<file path="config.mk">
export PLATFORM = sky130hd
export DESIGN_NAME = ula_adder_bios_flat
export DESIGN_NICKNAME = d
export VERILOG_FILES = /design/src/rtl/ula_adder_bios_if.sv /design/src/rtl/ula_adder_bios.sv /design/src/flat_wrapper.sv
export SDC_FILE = /design/constraint.sdc
export NUM_CORES = 1
export LEC_CHECK = 0
export BUFFER_PORTS_ARGS = -buffer_cell sky130_fd_sc_hd__buf_2
export CELL_PAD_IN_SITES_DETAIL_PLACEMENT = 2
export CELL_PAD_IN_SITES_GLOBAL_PLACEMENT = 2
export CORE_MARGIN = 4
export CORE_UTILIZATION = 31
export DETAILED_ROUTE_END_ITERATION = 7
export PLACE_DENSITY_LB_ADDON = 0.05
export SKIP_CTS_REPAIR_TIMING = 1
export SLEW_MARGIN = 20
export SYNTH_ARGS = -nofsm -noshare
export SYNTH_HDL_FRONTEND = slang
export SYNTH_SLANG_ARGS = --single-unit
</file>
<file path="constraint.sdc">
create_clock -name clock -period 6.3 [get_ports clock]
set_clock_uncertainty 0.05 [all_clocks]
set_input_delay 0.945 -clock clock [delete_from_list [all_inputs] [get_ports clock]]
set_output_delay 0.945 -clock clock [all_outputs]
set_load 0.03 [all_outputs]
</file>
<file path="src/rtl/ula_adder_bios_if.sv">
// Bus bundle for ula_adder_bios: ULA operands/results, PC incrementer and BIOS boot stream.
interface ula_adder_bios_if;
    logic [31:0] A;
    logic [31:0] B;
    logic [4:0]  opcode;
    logic [31:0] Out;
    logic        zero;
    logic [3:0]  flags;
    logic [31:0] dataA;
    logic [31:0] result;
    logic [31:0] captured_data;
    logic        bios_done;

    modport master (
        output A, B, opcode, dataA,
        input  Out, zero, flags, result, captured_data, bios_done
    );

    modport slave (
        input  A, B, opcode, dataA,
        output Out, zero, flags, result, captured_data, bios_done
    );
endinterface

</file>
<file path="src/rtl/ula_adder_bios.sv">
// Combinational ULA with registered NZCV flags, PC+1 adder, and a BIOS boot-word
// emitter that streams BIOS_DEPTH words after reset release and then parks at zero.
module ula_adder_bios #(
    parameter int          BIOS_DEPTH = 6,
    parameter logic [31:0] BIOS_BASE  = 32'hB105_0000
) (
    input  logic           clock,
    input  logic           reset,
    ula_adder_bios_if.slave bus
);
    localparam logic [8:0] LAST_IDX = 9'(BIOS_DEPTH - 1);

    logic [31:0] arith_b, b_eff, alu_out;
    logic [32:0] sum;
    logic        arith_op, arith_sub, c_flag, v_flag, alu_zero;
    logic [3:0]  flags_q;
    logic [8:0]  idx;
    logic [31:0] captured_q;
    logic        done_q;

    // ADD/SUB/INC/DEC share one adder; subtraction is A + ~B + 1 so the
    // carry out is the borrow complement (A >= B unsigned).
    always_comb begin
        arith_op  = 1'b0;
        arith_sub = 1'b0;
        arith_b   = bus.B;
        case (bus.opcode)
            5'd0:  arith_op = 1'b1;
            5'd1:  begin arith_op = 1'b1; arith_sub = 1'b1; end
            5'd12: begin arith_op = 1'b1; arith_b = 32'd1; end
            5'd13: begin arith_op = 1'b1; arith_sub = 1'b1; arith_b = 32'd1; end
            default: ;
        endcase
    end

    assign b_eff  = arith_sub ? ~arith_b : arith_b;
    assign sum    = {1'b0, bus.A} + {1'b0, b_eff} + {32'b0, arith_sub};
    assign c_flag = arith_op & sum[32];
    assign v_flag = arith_op & (bus.A[31] == b_eff[31]) & (sum[31] != bus.A[31]);

    always_comb begin
        alu_out = 32'd0;
        case (bus.opcode)
            5'd0, 5'd1, 5'd12, 5'd13: alu_out = sum[31:0];
            5'd2:  alu_out = bus.A & bus.B;
            5'd3:  alu_out = bus.A | bus.B;
            5'd4:  alu_out = bus.A ^ bus.B;
            5'd5:  alu_out = ~bus.A;
            5'd6:  alu_out = bus.A << bus.B[4:0];
            5'd7:  alu_out = bus.A >> bus.B[4:0];
            5'd8:  alu_out = $signed(bus.A) >>> bus.B[4:0];
            5'd9:  alu_out = {31'd0, $signed(bus.A) < $signed(bus.B)};
            5'd10: alu_out = {31'd0, bus.A < bus.B};
            5'd11: alu_out = bus.B;
            5'd14: alu_out = ~(bus.A & bus.B);
            5'd15: alu_out = ~(bus.A | bus.B);
            default: alu_out = 32'd0;
        endcase
    end

    assign alu_zero   = (alu_out == 32'd0);
    assign bus.Out    = alu_out;
    assign bus.zero   = alu_zero;
    assign bus.result = bus.dataA + 32'd1;

    always_ff @(posedge clock or negedge reset) begin
        if (!reset) flags_q <= 4'b0000;
        else        flags_q <= {alu_out[31], alu_zero, c_flag, v_flag};
    end

    // Index stops at the last word; only reset can restart the stream.
    always_ff @(posedge clock or negedge reset) begin
        if (!reset) begin
            idx        <= 9'd0;
            captured_q <= BIOS_BASE;
            done_q     <= 1'b0;
        end else if (!done_q) begin
            if (idx == LAST_IDX) begin
                done_q     <= 1'b1;
                captured_q <= 32'd0;
            end else begin
                idx        <= idx + 9'd1;
                captured_q <= BIOS_BASE | {23'd0, idx + 9'd1};
            end
        end
    end

    assign bus.flags         = flags_q;
    assign bus.captured_data = captured_q;
    assign bus.bios_done     = done_q;
endmodule

</file>
<file path="src/flat_wrapper.sv">
// flat-port wrapper written by rule: the top's interface ports become plain ports
module ula_adder_bios_flat 
#(
    parameter int          BIOS_DEPTH = 6,
    parameter logic [31:0] BIOS_BASE  = 32'hB105_0000
)
  (clock, reset, bus_A, bus_B, bus_opcode, bus_dataA, bus_Out, bus_zero, bus_flags, bus_result, bus_captured_data, bus_bios_done);
  ula_adder_bios_if bus_i ();
  input  logic clock;
  input  logic reset;
  input wire logic [$bits(bus_i.A)-1:0] bus_A;
  input wire logic [$bits(bus_i.B)-1:0] bus_B;
  input wire logic [$bits(bus_i.opcode)-1:0] bus_opcode;
  input wire logic [$bits(bus_i.dataA)-1:0] bus_dataA;
  output wire logic [$bits(bus_i.Out)-1:0] bus_Out;
  output wire logic [$bits(bus_i.zero)-1:0] bus_zero;
  output wire logic [$bits(bus_i.flags)-1:0] bus_flags;
  output wire logic [$bits(bus_i.result)-1:0] bus_result;
  output wire logic [$bits(bus_i.captured_data)-1:0] bus_captured_data;
  output wire logic [$bits(bus_i.bios_done)-1:0] bus_bios_done;
  assign bus_i.A = bus_A;
  assign bus_i.B = bus_B;
  assign bus_i.opcode = bus_opcode;
  assign bus_i.dataA = bus_dataA;
  assign bus_Out = bus_i.Out;
  assign bus_zero = bus_i.zero;
  assign bus_flags = bus_i.flags;
  assign bus_result = bus_i.result;
  assign bus_captured_data = bus_i.captured_data;
  assign bus_bios_done = bus_i.bios_done;
  ula_adder_bios #(.BIOS_DEPTH(BIOS_DEPTH), .BIOS_BASE(BIOS_BASE)) u_core (.clock(clock), .reset(reset), .bus(bus_i));
endmodule
</file>
Yosys cells after proc, flatten, opt, wreduce, memory -nomap -nowiden

Index checks and enable logic that the tools add are counted.

Word-level logic and storage cells: 57
Register bits: 46
Input bits: 103
Output and inout bits: 102

Reductions and logical operators: 6
Bitwise logic cells: 12
Add/sub/neg operators: 4
Magnitude comparators: 2
Muxes and demuxes: 8
Eq/ne operators: 18
Shifts and indexed selects: 3

Operator list:

| cell                                                 | count |
|---|---|
| one-hot mux 32 bit (13 select lines)                 | 1 |
| NOT 32 bit                                           | 4 |
| two-way mux 32 bit                                   | 3 |
| < comparator 32 bit                                  | 2 |
| equality test 5 x 4 -> 1 bit (second input constant) | 8 |
| adder 32 x 32 -> 33 bit                              | 1 |
| adder 33 x 1 -> 33 bit                               | 1 |
| adder 32 x 1 -> 32 bit (second input constant)       | 1 |
| bitwise AND 32 bit                                   | 1 |
| logical NOT 32 bit                                   | 1 |
| bitwise OR 32 bit                                    | 1 |
| left shift 32 x 5 -> 32 bit                          | 1 |
| >> shifter 32 x 5 -> 32 bit                          | 1 |
| >>> shifter 32 x 5 -> 32 bit                         | 1 |
| bitwise XOR 32 bit                                   | 1 |
| equality test 5 x 3 -> 1 bit (second input constant) | 4 |
| equality test 5 x 2 -> 1 bit (second input constant) | 2 |
| adder 9 x 1 -> 9 bit (second input constant)         | 1 |
| equality test 9 x 3 -> 1 bit (second input constant) | 1 |
| equality test 5 x 1 -> 1 bit (second input constant) | 1 |
| logical NOT 5 bit                                    | 1 |
| two-way mux 1 bit                                    | 4 |
| OR reduction 2 bit                                   | 2 |
| OR reduction 4 bit                                   | 1 |
| other kinds (5)                                      | 8 |

Depth between registers and ports, before layout

Gate-level depths: netlist of the first run.

Depth after elaboration: 9
Depth in mapped cells: 19
Gate-level depth less buffers: 15

Least setup slack after synthesis of the first run

Ideal clock, no wire load.

Kind: input to output
Start: in bus_B[1]
End: out bus_zero
Stages: 19
Arrival: 5676 ps
Buffers on the path: 5
Slack: -371 ps
Cells stage by stage: buf_6 > buf_8 > buf_6 > buf_4 > buf_1 > nand2_1 > xnor2_1 > inv_1 > fa_1 > nand3b_1 > a211oi_4 > o211ai_2 > a211oi_2 > nor3_1 > o41ai_1 > xor2_1 > a211o_1 > or4_1 > nor2_1

Longest elaborated chain between the ends: 7
Elaborated cells on any way between the ends: 17
Classes of those cells: 2 x add/sub; 2 x order compare; 3 x shift; 3 x mux; 6 x bitwise; 1 x reduce/logical

Ends and longest elaborated chain:

| what                                   | RTL line             | RTL |
|---|---|---|
| start, declared                        | flat_wrapper.sv:12   | `input wire logic [$bits(bus_i.B)-1:0] bus_B;` |
| two-way mux 32 bit                     | ula_adder_bios.sv:27 | `case (bus.opcode)` |
| NOT 32 bit                             | ula_adder_bios.sv:36 | `assign b_eff = arith_sub ? ~arith_b : arith_b;` |
| two-way mux 32 bit                     | ula_adder_bios.sv:36 |  |
| adder 32 x 32 -> 33 bit                | ula_adder_bios.sv:37 | `assign sum = {1'b0, bus.A} + {1'b0, b_eff} + {32'b0, arith_sub};` |
| adder 33 x 1 -> 33 bit                 | ula_adder_bios.sv:37 |  |
| one-hot mux 32 bit (13 select lines) * | ula_adder_bios.sv:43 | `case (bus.opcode)` |
| named net bus_Out[30]                  | flat_wrapper.sv:15   | `output wire logic [$bits(bus_i.Out)-1:0] bus_Out;` |
| logical NOT 32 bit *                   | ula_adder_bios.sv:61 | `assign alu_zero = (alu_out == 32'd0);` |
| end, declared                          | flat_wrapper.sv:16   | `output wire logic [$bits(bus_i.zero)-1:0] bus_zero;` |

Mark *: on every way through the listed nets, which the timed path passes. The rest lies on a longest branch.

Final worst setup path of the first run

Start: in bus_opcode[2]
End: out bus_zero

Longest elaborated chain between the ends: 9
Elaborated cells on any way between the ends: 27
Classes of those cells: 2 x add/sub; 15 x eq/ne; 4 x mux; 1 x bitwise; 5 x reduce/logical

Ends and longest elaborated chain:

| what                                   | RTL line                                   | RTL |
|---|---|---|
| start, declared                        | flat_wrapper.sv:13                         | `input wire logic [$bits(bus_i.opcode)-1:0] bus_opcode;` |
| equality test 5 x 4 -> 1 bit           | ula_adder_bios.sv:27, ula_adder_bios.sv:43 |  |
| OR reduction 2 bit (no source line)    | -                                          |  |
| two-way mux 32 bit                     | ula_adder_bios.sv:27                       |  |
| NOT 32 bit                             | ula_adder_bios.sv:36                       |  |
| two-way mux 32 bit                     | ula_adder_bios.sv:36                       |  |
| adder 32 x 32 -> 33 bit                | ula_adder_bios.sv:37                       |  |
| adder 33 x 1 -> 33 bit                 | ula_adder_bios.sv:37                       |  |
| one-hot mux 32 bit (13 select lines) * | ula_adder_bios.sv:43                       |  |
| logical NOT 32 bit *                   | ula_adder_bios.sv:61                       |  |

Mark *: on every way between the ends. The rest lies on a longest branch, timed or not.

==> qor.txt, run 1 <==
LEAKAGE: 6.605 nW
# DRC: 0
Io pins: 205
Min-delay worst type: reg2reg
Number of vias per cell: 6.070
Seq/Total Area, Yosys: 0.04929
Register bit total from synthesis: 24
Number of flops mapped to enable cells by yosys: 0
Post-layout min period: 6163 ps
Fin. Hold Viols: 0
Async SR Flop Fraction: 1.000
Slew @ Worst Pin: 1164 ps
Syn avg cell area: 7.612 um2
VDD IR max: 84.19 uV
Synth Instances: 1604
Most used flip-flop cell after synthesis: dfrtp_1
Clk buf depth: 2
Worst endpoint required time: 5300 ps
Nets@finish: 2068
CP Max Fanout: 10
Post-DP Area: 0.01440 mm2
Vias: 14222
CTS root buf: clkbuf_16
Core box area: 0.03883 mm2
I/O Buffers: 187
Die height: 206.5 um
Headroom to the max-slew limit: 0.2211
Largest net degree at the start of global routing: 59
Wirelength per Cell: 27.87 um
Kind of end point of the critical path: output port
Power density over the cells: 112.5 mW/mm2
H-Tree Depth: 1
Fillers: 4583
Clock sink total: 24
WL final: 65310 um
YS warnings: 0
Setup TNS: 0 ps
Inserted Clock Buffers: 3
Number of global-route vias before repair: 14786
Worst EP arrival: 5170 ps
RD Place Congestion: 0.9507
Drt pass-1 iters: 5
Global-route wire length before repair: 96010 um
Pins Over Slew Limit: 0
DRT iter0 DRCs: 1118
Worst setup path class: in2out
Period utilization: 0.9783
CTS tree: yes
Clk Latency, worst-skew pair: 250 ps
Die area: 0.04262 mm2
Critical Path Source Type: primary input
Total grt overflow: 0
Area growth, synth to finish: 21.00%
ANT nets after route: 0
All-Layer GR Usage: 0.2943
Initial Util: 0.3144
Status: completed
Setup-failing EPs final: 0
Maximum capacitance violations: 0
Max Freq: 0.1623 GHz
Overall power: 1.662 mW
Die W: 206.5 um
Final Cell Area: 0.01477 mm2
Post-DP HPWL: 53350 um
Initial antenna violation count: 1
Synthesized cell area: 0.01221 mm2
Synth unique cells: 90
Layout cell share with drive strength beyond 1: 0.2714
FP Rows: 72
Register clock-pin slew on the reported worst setup and hold paths: 60 ps
==> sequential cells by signal, indices dropped and copies added (netlist names) <==
register and count:
u_core.bus.captured_data 10, u_core.idx 9, u_core.bus.flags 4, u_core.bus.bios_done 1
==> worst paths after layout <==
kind,from,to,slack (ps),cells past startpoint
min reg2reg,u_core.bus.captured_data[3],u_core.bus.captured_data[3],430,2
min in group asynchronous,reset,u_core.bus.captured_data[8],620,1
max,bus_opcode[2],bus_zero,140,20
max reg2reg,u_core.idx[0],u_core.idx[3],4090,6
max in group asynchronous,reset,u_core.bus.captured_data[29],5210,1
min,u_core.bus.captured_data[3],u_core.bus.captured_data[3],430,2
==> critical path: stages <==
cell	delay [ps]
buf_2	130
xor2_2	200
nor3_4	210
buf_6	170
buf_12	140
buf_16	160
xnor2_1	90
ha_1	400
nand2_2	120
nor2_4	160
a21oi_2	100
buf_4	150
a211oi_4	300
nor3_4	90
or3_4	400
and4_4	190
or3_4	360
or4_4	530
nor2_4	140
buf_6	140
==> synth_stat cells, types with 10 or more instances <==
| cell | instances | area, um2 |
|---|---|---|
| clkbuf_1 | 74 | 277.8 |
| a22oi_1 | 19 | 142.6 |
| buf_2 | 23 | 115.1 |
| nor4_1 | 17 | 106.4 |
| o211ai_1 | 13 | 97.59 |
| mux4_2 | 75 | 1689 |
| dfrtp_1 | 23 | 575.6 |
| o22ai_1 | 19 | 118.9 |
| o2111ai_1 | 13 | 113.9 |
| buf_1 | 14 | 52.55 |
| mux2i_1 | 63 | 630.6 |
| nand2b_1 | 10 | 62.56 |
| o32ai_1 | 10 | 87.58 |
| o31ai_1 | 11 | 82.58 |
| xnor2_1 | 73 | 639.4 |
| xor2_1 | 18 | 157.7 |
| nand3_1 | 58 | 290.3 |
| buf_4 | 31 | 232.7 |
| o21ai_1 | 13 | 65.06 |
| a21oi_1 | 81 | 405.4 |
| nand4_1 | 25 | 156.4 |
| inv_1 | 98 | 367.9 |
| a21o_1 | 10 | 75.07 |
| a211o_1 | 10 | 87.58 |
| and3_1 | 22 | 137.6 |
| or2_2 | 10 | 62.56 |
| o21ai_0 | 77 | 385.4 |
| a221oi_1 | 14 | 122.6 |
| mux2_2 | 10 | 112.6 |
| a31oi_1 | 14 | 87.58 |
| nor2_1 | 127 | 476.7 |
| nand2_1 | 165 | 619.3 |
| a211oi_1 | 17 | 127.6 |
| ha_1 | 139 | 1739 |
| nor3_1 | 32 | 160.2 |
==> metrics by stage <==
stage          hold WS [ps]  setup WS [ps]  utilization  std cells
2_1_floorplan         431.4          25.35            -       1620
4_1_cts               434.9         -167.0       0.3731       2334
3_3_place_gp          410.8          37.41       0.3708       2330
3_5_place_dp          420.0         -151.1       0.3708       2330
6_report              426.0          136.9       0.3805       2343
5_1_grt               466.4         -6.084       0.3804       2342
==> cells in the final DEF, fill, tap and decap left out, drive strengths merged, types with 33 or more instances in the layout <==
cell and n:
buf 344, nand2 165, ha 139, nor2 127, inv 101, o21ai 90
a21oi 81, mux4 75, xnor2 73, mux2i 63, nand3 58, nor3 33
==> report_power, final <==
group          switching (mW)  internal, mW
clock                  0.0529        0.0970
sequential           0.000397         0.156
combinational           0.840         0.516
==> metal layers <==
| metal | global-route usage | routed length (um) |
|---|---|---|
| met5 | 0 | 0 |
| met4 | 0.09743 | 2732 |
| met3 | 0.02715 | 3564 |
| met2 | 0.5061 | 31190 |
| met1 | 0.3875 | 27830 |
==> logic make-up after synthesis <==
group,count (synthesis),share of synthesized area
and+or+nand+nor,538,0.2162
AOI/OAI and AO/OA,413,0.2331
other,1,0.0003071
xor gates and xnor gates,91,0.06528
adders and majority gates,140,0.1441
DFF,24,0.04929
buffers and inverters,247,0.09059
muxes,150,0.2011
==> layout make-up <==
cell class,instances,area [um2],share of cell area
well taps,518,648.1,0.04387
inverters,101,379.1,0.02566
clock buffers,4,88.84,0.006013
diodes,1,2.502,0.0001694
repair buffers,346,2298,0.1556
multi-input cells,1349,10750,0.7280
flip-flops and latches,24,601.8,0.04074
No activity file was read; power rests on OpenSTA's default activity.
==> run 2: changes to the inputs <==
--- a/config.mk
+++ b/config.mk
@@ -5,11 +5,12 @@
 export SDC_FILE = /design/constraint.sdc
 export NUM_CORES = 1
 export LEC_CHECK = 0
+export ABC_AREA = 1
 export BUFFER_PORTS_ARGS = -buffer_cell sky130_fd_sc_hd__buf_2
 export CELL_PAD_IN_SITES_DETAIL_PLACEMENT = 2
 export CELL_PAD_IN_SITES_GLOBAL_PLACEMENT = 2
-export CORE_MARGIN = 4
-export CORE_UTILIZATION = 31
+export CORE_MARGIN = 2
+export CORE_UTILIZATION = 26
 export DETAILED_ROUTE_END_ITERATION = 7
 export PLACE_DENSITY_LB_ADDON = 0.05
 export SKIP_CTS_REPAIR_TIMING = 1
==> run 2 against run 1 <==
Routed wire length rose by 4.5%. Clock-buffer cell count down 1. Final cell count is 24% higher. Non-clock buffer count down 117. Power is 12% lower. Sequential power is essentially flat. Largest cell class unchanged. Highest routed layer is now met5.
==> qor.txt, run 2 <==
Number of flops mapped to enable cells by yosys: 0 (unchanged)
DRT iter0 DRCs: 981 (was 1118)
Global route hottest layer: met2 (unchanged)
VDD IR max: 82.91 uV (was 84.19 uV)
FP Rows: 77 (was 72)
Async SR Flop Fraction: 1.000 (unchanged)
Worst path cell trace: buf_2 > nor2_4 > nand2_2 > inv_2 > nand2_2 > buf_12 > xor2_1 > ha_1 > a21oi_1 > nand2_1 > a21oi_1 > nand2_1 > o21ai_1 > nand2_1 > a21oi_2 > nand3_1 > nor2_1 > nand3_1 > nor2_2 > buf_2 (was buf_2 > xor2_2 > nor3_4 > buf_6 > buf_12 > buf_16 > xnor2_1 > ha_1 > nand2_2 > nor2_4 > a21oi_2 > buf_4 > a211oi_4 > nor3_4 > or3_4 > and4_4 > or3_4 > or4_4 > nor2_4 > buf_6)
Initial Util: 0.2638 (was 0.3144)
Worst slack, placed: -118.0 ps (was -151.1 ps)
Total grt overflow: 0 (unchanged)
Post-layout min period: 6034 ps (was 6163 ps)
DP Cell Count: 2898 (was 2330)
Fillers: 5642 (was 4583)
Commonest non-fill, non-tap cell in the layout: nand2_1 (was buf_2)
Most used flip-flop cell after synthesis: dfrtp_1 (unchanged)
Drt pass-1 iters: 5 (unchanged)
Post-DP HPWL: 57610 um (was 53350 um)
Register bit total from synthesis: 24 (unchanged)
YS warnings: 0 (unchanged)
Status: completed (unchanged)
CP peak stage delay: 330 ps (was 530 ps)
Global-route wire length before repair: 102200 um (was 96010 um)
Register clock-pin slew on the reported worst setup and hold paths: 60 ps (about the same)
CP max stage cell: ha_1 (was or4_4)
R2R Setup Slk: 4490 ps (was 4090 ps)
Inserted Clock Buffers: 3 (unchanged)
Pint: 0.5998 mW (was 0.7684 mW)
Clk buf depth: 2 (unchanged)
RD Place Congestion: 0.9158 (was 0.9507)
WL final: 68220 um (was 65310 um)
Met2 Use GR: 0.4904 (was 0.5061)
Synthesized cell area: 0.01166 mm2 (was 0.01221 mm2)
Layout cell share with drive strength beyond 1: 0.1182 (was 0.2714)
Die area: 0.04657 mm2 (was 0.04262 mm2)
Critical Path Source Type: primary input (unchanged)
Power density over the cells: 110.1 mW/mm2 (was 112.5 mW/mm2)
Synth Instances: 2164 (was 1604)
Crit path launch: bus_opcode[4] (was bus_opcode[2])
All-Layer GR Usage: 0.2867 (was 0.2943)
Most frequent cells in the layout: 698 x nand2_1, 308 x nand3_1, 228 x inv_1, 189 x nor2_1, 187 x buf_2 (was 184 x buf_2, 163 x nand2_1, 148 x buf_4, 137 x ha_1, 124 x nor2_1)
Clock share of power: 0.124 (was 0.090)
Io pins: 205 (unchanged)
Fin worst setup slack: 266.2 ps (was 136.9 ps)
Grt met1 use: 0.3703 (was 0.3875)
H-Tree Depth: 1 (unchanged)
Setup crit end: bus_zero (unchanged)
CP Depth: 20 (unchanged)
Post-synth top area cell: nand2_1 (was ha_1)
CP Max Fanout: 31 (was 10)
# DRC: 0 (unchanged)
Number of vias per cell: 5.301 (was 6.070)
Pins Over Slew Limit: 0 (unchanged)
Nets@finish: 2554 (was 2068)
Wirelength per Cell: 23.49 um (was 27.87 um)
Period utilization: 0.9577 (was 0.9783)
Switching part of the total: 0.5919 (was 0.5376)
Area growth, synth to finish: 14.43% (was 21.00%)
Most common cell in the netlist: nand2_1 (unchanged)
CTS tree: yes (unchanged)
Worst r2r src: u_core.idx[0] (unchanged)
Most frequent cells after synthesis: 698 x nand2_1, 309 x nand3_1, 229 x inv_1, 192 x nor2_1, 139 x ha_1 (was 165 x nand2_1, 139 x ha_1, 127 x nor2_1, 98 x inv_1, 81 x a21oi_1)
Crit Reg-Reg Endpoint: u_core.idx[8] (was u_core.idx[3])
Logic pwr share: 0.770 (was 0.816)
Clk Latency, worst-skew pair: 260 ps (was 250 ps)
Die W: 215.8 um (was 206.5 um)
M3 GR Usage: 0.03044 (was 0.02715)
Syn avg cell area: 5.390 um2 (was 7.612 um2)
Max reg flops: 10 (unchanged)
LEAKAGE: 7.359 nW (was 6.605 nW)
Worst setup path class: in2out (unchanged)
Initial antenna violation count: 4 (was 1)
Psw: 0.8698 mW (was 0.8934 mW)
Worst hold margin: 428.8 ps (was 426.0 ps)
Vias: 15394 (was 14222)
Register-to-Register Path Depth: 7 (was 6)
Synth area leaders: nand2_1 22%, ha_1 15%, nand3_1 13%, inv_1 7.4%, nor2_1 6.2% (was ha_1 14%, mux4_2 14%, xnor2_1 5.2%, mux2i_1 5.2%, nand2_1 5.1%)
Min-delay worst type: reg2reg (unchanged)
RSZ-0062 raised after global routing: no
Synth unique cells: 51 (was 90)
Worst EP arrival: 5040 ps (was 5170 ps)
Headroom to the max-slew limit: 0.3540 (was 0.2211)
Kind of end point of the critical path: output port (unchanged)
Die height: 215.8 um (was 206.5 um)
Worst endpoint required time: 5300 ps (about the same)
Cell mode on critical path: nand2_1
Sequential Power Share: 0.106 (was 0.094)
Largest net degree at the start of global routing: 65 (was 59)
WP buf/inv: 4 (was 6)
Fin. Hold Viols: 0 (unchanged)
Overall power: 1.470 mW (was 1.662 mW)
Family with the most delay on the worst path: simple AND/OR/NAND/NOR gates (unchanged)
Seq/Total Area, Yosys: 0.05160 (was 0.04929)
I/O Buffers: 187 (unchanged)
Setup-failing EPs final: 0 (unchanged)
Yosys top cell area share: 0.2246 (was 0.1424)
Maximum capacitance violations: 0 (unchanged)
Slew @ Worst Pin: 960.2 ps (was 1164 ps)
Max Freq: 0.1657 GHz (was 0.1623 GHz)
Post-Layout Cell Count: 2904 (was 2343)
Number of global-route vias before repair: 16488 (was 14786)
CTS root buf: clkbuf_16 (unchanged)
ANT nets after route: 0 (unchanged)
Core box area: 0.04422 mm2 (was 0.03883 mm2)
Clock sink total: 24 (unchanged)
==> run 2: worst min path at each step <==
stage / from / end / cells past startpoint
3_5_place_dp: u_core.bus.captured_data[4] / u_core.bus.captured_data[4] / 2
5_1_grt: u_core.bus.captured_data[4] / u_core.bus.captured_data[4] / 2
3_3_place_gp: u_core.bus.captured_data[4] / u_core.bus.captured_data[4] / 2
6_report: u_core.bus.captured_data[3] / u_core.bus.captured_data[3] / 2
2_1_floorplan: u_core.idx[8] / u_core.idx[8] / 2
4_1_cts: u_core.bus.captured_data[4] / u_core.bus.captured_data[4] / 2
==> run 2: tightest hold or removal path, cell delays in order (launching register included) <==
cell	delay, ps
dfrtp_1	340
nand2_1	50
nand2_1	50
==> run 2: per-layer routing <==
metal	share of wire	vias up	wire length, um
met1	0.45	7537	30870
met5	0.00019	-	13
li1	-	7366	-
met3	0.043	97	2934
met2	0.46	392	31610
met4	0.041	2	2787
==> run 2: area by class of cell <==
cell class	count	area, um2	share of cell area
Inverter	236	885.9	0.06637
Clock buffer	3	75.07	0.005625
Timing Repair Buffer	229	1289	0.09656
Antenna cell	2	5.005	0.0003750
Multi-Input combinational cell	1817	9719	0.7282
Sequential cell	24	601.8	0.04509
Tap cell	592	740.7	0.05550
Clock inverter	1	30.03	0.002250
==> run 2: metrics by stage <==
step | setup TNS, ps | util | cell area (um2)
floorplan | 0 | - | 11720
global placement | -8.673 | 0.2988 | 13210
detailed placement | -118.0 | 0.2988 | 13210
CTS | -129.9 | 0.3012 | 13320
global route | 0 | 0.3018 | 13350
finish | 0 | 0.3018 | 13350
==> run 2: power by group through the flow <==
| stage | Combinational [mW] | Sequential [mW] | Clock, mW |
|---|---|---|---|
| final | 1.13 | 0.156 | 0.182 |
| after global routing | 1.25 | 0.156 | 0.190 |
| after CTS | 1.13 | 0.156 | 0.185 |
| after detailed placement | 1.12 | 0.159 | 0 |
| after global placement | 1.10 | 0.159 | 0 |
| after floorplan | 0.697 | 0.161 | 0 |
==> run 2: cells by family after synthesis <==
family,synth area share
flops,0.05160
simple gates,0.4751
buf+inv,0.1227
other cells,0.0003215
fa+ha+maj,0.1508
compound gates,0.1484
xor+xnor,0.05106
==> run 3: changes to the inputs <==
--- a/config.mk
+++ b/config.mk
@@ -12,7 +12,7 @@
 export CORE_MARGIN = 2
 export CORE_UTILIZATION = 26
 export DETAILED_ROUTE_END_ITERATION = 7
-export PLACE_DENSITY_LB_ADDON = 0.05
+export PLACE_DENSITY = 0.77
 export SKIP_CTS_REPAIR_TIMING = 1
 export SLEW_MARGIN = 20
 export SYNTH_ARGS = -nofsm -noshare
==> run 3 against run 2 <==
Non-clock buffer count down 6. Power down 2.0%. Cell area down 0.43%. Die area unchanged. Via count up 1.6%. Largest power group unchanged. Clock-buffer cell count up 1. Critical path depth up 1. Largest cell class unchanged.
==> qor.txt, run 3 (synthesized netlist as in run 2, its figures left out) <==
Status: completed (unchanged)
Clk Latency, worst-skew pair: 260 ps (about the same)
Post-DP Area: 0.01316 mm2 (was 0.01321 mm2)
Drt pass-1 iters: 5 (unchanged)
Io pins: 205 (unchanged)
# DRC: 0 (unchanged)
Clock sink total: 24 (unchanged)
CP Max Fanout: 32 (was 31)
Maximum capacitance violations: 0 (unchanged)
Min-delay worst type: reg2reg (unchanged)
RSZ-0062 raised after global routing: no (unchanged)
Die area: 0.04657 mm2 (unchanged)
Global-route wire length before repair: 99110 um (was 102200 um)
H-Tree Depth: 1 (unchanged)
Wirelength per Cell: 22.63 um (was 23.49 um)
RD Place Congestion: 0.9490 (was 0.9158)
Kind of end point of the critical path: output port (unchanged)
Worst EP arrival: 5050 ps (was 5040 ps)
Fin worst setup slack: 258.3 ps (was 266.2 ps)
Vias: 15644 (was 15394)
Die height: 215.8 um (unchanged)
Worst setup path class: in2out (unchanged)
Area growth, synth to finish: 13.93% (was 14.43%)
Max Freq: 0.1655 GHz (was 0.1657 GHz)
Initial Util: 0.2638 (unchanged)
LEAKAGE: 7.306 nW (was 7.359 nW)
Total grt overflow: 0 (unchanged)
Post-layout min period: 6042 ps (was 6034 ps)
ANT nets after route: 0 (unchanged)
Pins Over Slew Limit: 0 (unchanged)
Worst endpoint required time: 5300 ps (about the same)
CTS tree: yes (unchanged)
Slew @ Worst Pin: 1118 ps (was 960.2 ps)
Final core utilization: 0.3005 (was 0.3018)
Clk buf depth: 2 (unchanged)
Final Cell Area: 0.01329 mm2 (was 0.01335 mm2)
All-Layer GR Usage: 0.2724 (was 0.2867)
Critical Path Source Type: primary input (unchanged)
Worst slack, placed: -253.1 ps (was -118.0 ps)
Most frequent cells in the layout: 698 x nand2_1, 309 x nand3_1, 228 x inv_1, 190 x nor2_1, 187 x buf_2 (was 698 x nand2_1, 308 x nand3_1, 228 x inv_1, 189 x nor2_1, 187 x buf_2)
CTS root buf: clkbuf_16 (unchanged)
Largest net degree at the start of global routing: 69 (was 65)
Nets@finish: 2548 (was 2554)
Register clock-pin slew on the reported worst setup and hold paths: 60 ps (about the same)
Commonest non-fill, non-tap cell in the layout: nand2_1 (unchanged)
VDD IR max: 78.61 uV (was 82.91 uV)
Max reg flops: 10 (unchanged)
Initial antenna violation count: 3 (was 4)
Headroom to the max-slew limit: 0.2519 (was 0.3540)
Number of global-route vias before repair: 16521 (was 16488)
Die W: 215.8 um (unchanged)
Fin. Hold Viols: 0 (unchanged)
WL final: 65570 um (was 68220 um)
Post-DP HPWL: 54650 um (was 57610 um)
Period utilization: 0.9590 (was 0.9577)
Core box area: 0.04422 mm2 (unchanged)
Inserted Clock Buffers: 3 (unchanged)
Layout cell share with drive strength beyond 1: 0.1155 (was 0.1182)
I/O Buffers: 187 (unchanged)
FP Rows: 77 (unchanged)
Setup-failing EPs final: 0 (unchanged)
DRT iter0 DRCs: 943 (was 981)
Number of vias per cell: 5.398 (was 5.301)
Worst hold margin: 428.9 ps (was 428.8 ps)
Power density over the cells: 108.3 mW/mm2 (was 110.1 mW/mm2)
[run 3: changes by cell type in the layout (fill, tap and decap cells not counted), sizes merged]
cell    change
buf         -6
bufinv      -1
clkbuf      +1
[run 3: power breakdown]
group / internal (mW) / switching [mW] / total [mW]
clock network: 0.0972 / 0.0560 / 0.153
logic: 0.319 / 0.811 / 1.13
registers: 0.155 / 0.000731 / 0.156
total: 0.572 / 0.867 / 1.44
[run 3: area by class of cell]
| type | count | area, um2 |
|---|---|---|
| Antenna cell | 2 | 5.005 |
| Clock buffer | 4 | 88.84 |
| Fill cell | 5683 | 30930 |
| Tap cell | 592 | 740.7 |
| Timing Repair Buffer | 223 | 1231 |
| Sequential cell | 24 | 601.8 |
| Inverter | 236 | 885.9 |
| Multi-Input combinational cell | 1817 | 9736 |
[run 3: final timing paths]
path                                              from                            to  slack, ps  cells past startpoint
min in group asynchronous                        reset   u_core.bus.captured_data[3]        620                      1
hold / removal             u_core.bus.captured_data[0]   u_core.bus.captured_data[0]        430                      2
max in group asynchronous                        reset  u_core.bus.captured_data[29]       5200                      1
setup / recovery                         bus_opcode[4]                      bus_zero        260                     21
setup reg to reg                         u_core.idx[0]                 u_core.idx[8]       4400                      7
hold reg to reg            u_core.bus.captured_data[0]   u_core.bus.captured_data[0]        430                      2
[run 3: metrics by stage]
step / instances / TNS [ps] / power, mW
after floorplan: 2180 / 0 / 0.8587
after detailed placement: 2892 / -253.1 / 1.272
after global placement: 2892 / -102.9 / 1.233
after global routing: 2897 / 0 / 1.556
final: 2898 / 0 / 1.440
after CTS: 2896 / -265.6 / 1.431
[run 3: metal layers]
metal	routed length [um]	part of all wire	track usage	vias to the layer above
li1	-	-	-	7354
met1	28570	0.44	0.3493	7746
met2	30790	0.47	0.4655	437
met3	3289	0.050	0.02467	105
met4	2913	0.044	0.1154	2
met5	13	0.00020	0	-
[run 3: critical path, stage by stage]
cell and delay (ps):
buf_2 120, nor2_4 260, nand2_2 140, inv_2 90
nand2_2 70, buf_12 200, xor2_1 240, ha_1 310
a21oi_1 230, nand3_1 230, nand2_1 120, nand3_1 190
or2_2 340, nand3_1 80, nand3_1 210, a21oi_1 310
nand2_1 90, nor2_1 110, nand3_1 220, nor2_1 250
buf_2 230
